[src/rtl/aes_ghash_accumulator_if.sv]
// aes_ghash_accumulator_if: block handshake and result bundle between a GHASH source and the accumulator
interface aes_ghash_accumulator_if;
  logic i_start;
  logic [127:0] i_h;
  logic i_valid;
  logic o_ready;
  logic [127:0] i_block;
  logic i_last;
  logic [127:0] o_sblock;
  logic [127:0] o_h;
  logic o_sblock_valid;
  logic o_busy;
  modport master(output i_start, i_h, i_valid, i_block, i_last, input o_ready, o_sblock, o_h, o_sblock_valid, o_busy);
  modport slave(input i_start, i_h, i_valid, i_block, i_last, output o_ready, o_sblock, o_h, o_sblock_valid, o_busy);
endinterface

[src/rtl/aes_ghash_accumulator.sv]
// aes_ghash_accumulator: iterative GHASH S = (S ^ X) * H over GF(2^128), DIGITS multiplier bits per cycle
module aes_ghash_accumulator #(
  parameter int DIGITS = 8
) (
  input logic clk,
  input logic rst_n,
  aes_ghash_accumulator_if.slave bus
);
  localparam int STEPS = 128 / DIGITS;
  localparam int CW = STEPS > 1 ? $clog2(STEPS) : 1;
  localparam logic [CW-1:0] LAST = CW'(STEPS - 1);
  // bit k is the coefficient of x^k, so x^128 folds back to 1 + x + x^2 + x^7
  localparam logic [127:0] R = 128'h87;
  typedef enum logic {IDLE, MUL} state_t;
  state_t state, state_nx;
  logic [127:0] s, h, x, z, v, z_nx, v_nx;
  logic [CW-1:0] cnt;
  logic last_q, sv, idle, busy, fin;
  assign idle = state == IDLE;
  assign busy = state == MUL;
  assign fin = busy && !bus.i_start && cnt == LAST;
  always_comb begin
    state_nx = idle ? (bus.i_valid ? MUL : IDLE) : (bus.i_start || fin ? IDLE : MUL);
  end
  // x is shifted down each cycle so the current digit always sits in its low bits
  always_comb begin
    z_nx = z;
    v_nx = v;
    for (int i = 0; i < DIGITS; i++) begin
      z_nx = x[i] ? z_nx ^ v_nx : z_nx;
      v_nx = v_nx[127] ? {v_nx[126:0], 1'b0} ^ R : {v_nx[126:0], 1'b0};
    end
  end
  always_ff @(posedge clk or negedge rst_n)
    if (!rst_n) begin
      state <= IDLE;
      s <= '0;
      h <= '0;
      x <= '0;
      z <= '0;
      v <= '0;
      cnt <= '0;
      last_q <= 1'b0;
      sv <= 1'b0;
    end else begin
      state <= state_nx;
      sv <= fin && last_q;
      if (bus.i_start) begin
        s <= '0;
        h <= bus.i_h;
      end
      if (idle && bus.i_valid) begin
        x <= (bus.i_start ? '0 : s) ^ bus.i_block;
        z <= '0;
        v <= bus.i_start ? bus.i_h : h;
        cnt <= '0;
        last_q <= bus.i_last;
      end else if (busy && !bus.i_start) begin
        x <= x >> DIGITS;
        z <= z_nx;
        v <= v_nx;
        cnt <= cnt + 1'b1;
        if (fin) s <= z_nx;
      end
    end
  assign bus.o_ready = idle;
  assign bus.o_busy = busy;
  assign bus.o_sblock = s;
  assign bus.o_h = h;
  assign bus.o_sblock_valid = sv;
endmodule
[src/flat_wrapper.sv]
// flat-port wrapper written by rule: the top's interface ports become plain ports
module aes_ghash_accumulator_flat 
#(
  parameter int DIGITS = 8
)
  (clk, rst_n, bus_i_start, bus_i_h, bus_i_valid, bus_i_block, bus_i_last, bus_o_ready, bus_o_sblock, bus_o_h, bus_o_sblock_valid, bus_o_busy);
  aes_ghash_accumulator_if bus_i ();
  input logic clk;
  input logic rst_n;
  input wire logic [$bits(bus_i.i_start)-1:0] bus_i_start;
  input wire logic [$bits(bus_i.i_h)-1:0] bus_i_h;
  input wire logic [$bits(bus_i.i_valid)-1:0] bus_i_valid;
  input wire logic [$bits(bus_i.i_block)-1:0] bus_i_block;
  input wire logic [$bits(bus_i.i_last)-1:0] bus_i_last;
  output wire logic [$bits(bus_i.o_ready)-1:0] bus_o_ready;
  output wire logic [$bits(bus_i.o_sblock)-1:0] bus_o_sblock;
  output wire logic [$bits(bus_i.o_h)-1:0] bus_o_h;
  output wire logic [$bits(bus_i.o_sblock_valid)-1:0] bus_o_sblock_valid;
  output wire logic [$bits(bus_i.o_busy)-1:0] bus_o_busy;
  assign bus_i.i_start = bus_i_start;
  assign bus_i.i_h = bus_i_h;
  assign bus_i.i_valid = bus_i_valid;
  assign bus_i.i_block = bus_i_block;
  assign bus_i.i_last = bus_i_last;
  assign bus_o_ready = bus_i.o_ready;
  assign bus_o_sblock = bus_i.o_sblock;
  assign bus_o_h = bus_i.o_h;
  assign bus_o_sblock_valid = bus_i.o_sblock_valid;
  assign bus_o_busy = bus_i.o_busy;
  aes_ghash_accumulator #(.DIGITS(DIGITS)) u_core (.clk(clk), .rst_n(rst_n), .bus(bus_i));
endmodule
[config.mk]
export PLATFORM = sky130hd
export DESIGN_NAME = aes_ghash_accumulator_flat
export DESIGN_NICKNAME = d
export VERILOG_FILES = /design/src/rtl/aes_ghash_accumulator_if.sv /design/src/rtl/aes_ghash_accumulator.sv /design/src/flat_wrapper.sv
export SDC_FILE = /design/constraint.sdc
export NUM_CORES = 2
export LEC_CHECK = 0
export ABC_CLOCK_PERIOD_IN_PS = 3500
export CORE_MARGIN = 10
export CORE_UTILIZATION = 50
export DETAILED_ROUTE_END_ITERATION = 8
export GPL_TIMING_DRIVEN = 0
export PLACE_DENSITY = 0.75
export SYNTH_ARGS = -nofsm -noshare
export SYNTH_HDL_FRONTEND = slang
export SYNTH_SLANG_ARGS = --single-unit
[constraint.sdc]
create_clock -name clk -period 3.5 [get_ports clk]
set_input_delay 0.525 -clock clk [delete_from_list [all_inputs] [get_ports clk]]
set_output_delay 0.525 -clock clk [all_outputs]
set_load 0.005 [all_outputs]
==> metrics <==
GRT Util Overall=33.9%; Cell Rows=between 100 and 150; status=finished, violations left; Worst Setup SP=u_core.x[4]; iteration-0 DRC count of the detailed router=~4600; setup repair bufs after CTS=0; critical path arrival=4.06 ns; DRC=0; areal power density over the cells=900 nW/um^2; remaining antenna violation count=0; clock insertion delay at the later pin of the skew report=about 0.65 ns; Worst EP required=a little under 4 ns; Max transition margin=14.8%; mean cell area of the mapped netlist=around 8.9 sq um; Setup WS pre-CTS=-0.885 ns; count leader, synth=nand2_1; f_max=~280 MHz; CTS sink count=647; Via density=between 5 and 6; CP Cell Sequence=clkdlybuf4s15_1 -> clkbuf_1 -> o22ai_1 -> o2bb2ai_1 -> nor3_1 -> xnor2_1 -> xnor2_1 -> a211oi_1; count of cell types in the netlist=between 40 and 50; Peak VDD IR=489 uV; Worst path slowest cell=clkdlybuf4s15_1; Top cell by count, worst path=xnor2_1; Post-DP HPWL=121 mm; CP Max Fanout=10; Initial Util=around half; area grow syn2layout=22.6%; Synth warnings=0; max-cap violations=0; Critical Path Sink Type=flip-flop; Total Wirelength=166 mm; Main synth FF type=dfrtp_1; Worst Hold Class=input pin to asynchronous set/reset pin; Worst Clk Skew=~0.03 ns; ratio of cells with drive above 1 in the final layout=under 10%; max-slew violation count=0; cell accounting for the most synthesized area=dfrtp_1; critical path class=flip-flop to flip-flop; first-pass GRT wire length=approximately 240 mm; asr flop ratio synth=100%; Top delay family on crit path=buffers and inverters; area share of the largest cell type after synthesis=around two fifths; CTS tree=yes; Setup crit start kind=flip-flop; Max stage delay on crit path=0.93 ns; die area=roughly 95000 sq um; PnR worst setup slack=-0.0947 ns; gr ovfl total=0; Post-synth EDFFs=0; reg2reg setup slack=-0.09 ns; Syn Inst Count=roughly 4700; register area share after synthesis=between 30% and 40%; CTS HTree Levels=3; CTS max path bufs=3; CTS Root Cell=clkbuf_16; most instantiated cells after synthesis=1558 x nand2_1, 746 x xnor2_1, 647 x dfrtp_1; number of synthesized register bits=~650; CP Buf/Inv Count=2; # nets final=around 5500; buffers added on ports=slightly above 500; Lkg Pwr=21.6 nW; number of hold-slack violations in the final timing report=0; min Tclk post-route=3.59 ns; Die X=between 300 and 400 um; Final Hold Slack=approximately 0.42 ns; Vias=37600; Clk pin slew, worst setup/hold paths=~0.070 ns; crit share post-route=103%; largest net degree at the start of global routing=120; Final Setup Violations=20; drt wl/cell=around 26 um; setup TNS=-0.696 ns; RR Endpoint=u_core.bus.o_sblock[4]; R2R depth=8; Reg-to-Reg Start=u_core.x[4]; gpl congestion=around 0.96; I/O pin count=between 500 and 600; CORE AREA=~82000 sq um; Num CTS Buffers=74; Chip Height=308 um; RSZ-0062 raised after global routing=no; violated checks=setup timing; Mapped Area=41500 sq um; Worst Tran Pin Value=roughly 1.3 ns; number of global-route vias before repair=37100; Mapped Nets=roughly 5000; largest cells by area after synthesis=dfrtp_1 39%, xnor2_1 16%, nand2_1 14%; initial antenna violation count=4; Pre-antenna DRT Iters=6
state kept, by name (all words and copies together), names as in the netlist:
name                       count
u_core.z                     128
u_core.v                     128
u_core.bus.o_h               128
u_core.bus.o_sblock          128
u_core.cnt                     4
u_core.last_q                  1
u_core.bus.o_sblock_valid      1
u_core.bus.o_busy              1
u_core.x                     128
layer usage:
metal  share of wire [%]  GRT usage, %  routed length, um
met3                  12          9.69              20600
met1                  38          44.0              63700
met4                 5.2          17.4               8590
met5                   0             0                  0
met2                  44          51.0              73100
layout make-up:
class                   count  area [sq um]
diodes                      7          17.5
plain buffers             424          1670
clock buffers              99          2080
clock inverters            37           557
fillers                  6981         31300
inverters                   5          18.8
multi-input cells        3602         23700
flip-flops and latches    647         16200
well taps                1070          1340
repair buffers            525          5370
cells by family (layout without fill, tap and decap cells):
family	count (synthesis)	count (layout)	synth area share, %
XOR/XNOR	1054	1054	26.0
other	0	7	0
adder cells (fa/ha/maj)	1	1	0.0301
multiplexers	133	133	3.59
buffers and inverters	430	1090	4.00
AND/OR/NAND/NOR	1796	1796	17.1
AO/OA/AOI/OAI	618	618	10.3
flip-flops	647	647	39.0
worst register-to-register path, stage by stage, from the launching register on:
cell,delay [ns]
dfrtp_1,0.49
clkdlybuf4s15_1,0.93
clkbuf_1,0.74
o22ai_1,0.18
o2bb2ai_1,0.16
nor3_1,0.25
xnor2_1,0.14
xnor2_1,0.39
a211oi_1,0.14
through the flow:
| step | cells | cell area (sq um) | util [%] | power, W |
|---|---|---|---|---|
| 6_report | 6416 | 50900 | 61.9 | 0.0458 |
| 3_3_place_gp | 6266 | 48100 | 58.4 | 0.0358 |
| 2_1_floorplan | 4679 | 41500 | - | 0.0289 |
| 5_1_grt | 6411 | 50900 | 61.9 | 0.0474 |
| 3_5_place_dp | 6273 | 48200 | 58.7 | 0.0362 |
| 4_1_cts | 6410 | 50900 | 61.9 | 0.0449 |
placed cells by master, fill, tap and decap left out, drive strengths merged, types with 92 or more instances in the layout:
| cell | n |
|---|---|
| a22oi | 184 |
| mux2 | 128 |
| xnor2 | 746 |
| clkdlybuf4s50 | 516 |
| o21ai | 124 |
| xor2 | 196 |
| nand2 | 1558 |
| nand2b | 92 |
| a22o | 148 |
| clkbuf | 350 |
| xnor3 | 111 |
| buf | 178 |
| dfrtp | 647 |
repair_timing:
item,CTS,global route
cloned,0,0
setup endpoints to repair,41,10
hold buffers,1,0
gates resized for setup,5,9
hold endpoints to repair,59,0
report_power, final:
group	switching (W)	internal (W)
clock	0.00354	0.00510
sequential	0.00110	0.00909
combinational	0.0148	0.0122
total	0.0195	0.0263
how the worst max path moves through the flow:
stage,end,slack (ns),cells past startpoint
finish,u_core.bus.o_sblock[4],-0.09,8
global route,u_core.bus.o_sblock[4],0.007,8
CTS,u_core.bus.o_sblock[29],0.02,9
detailed placement,u_core.bus.o_sblock[50],-0.89,6
global placement,u_core.x[27],-27.98,1
floorplan,u_core.bus.o_sblock[0],1.39,6
Note: power is estimated with default switching activity, not from simulation.
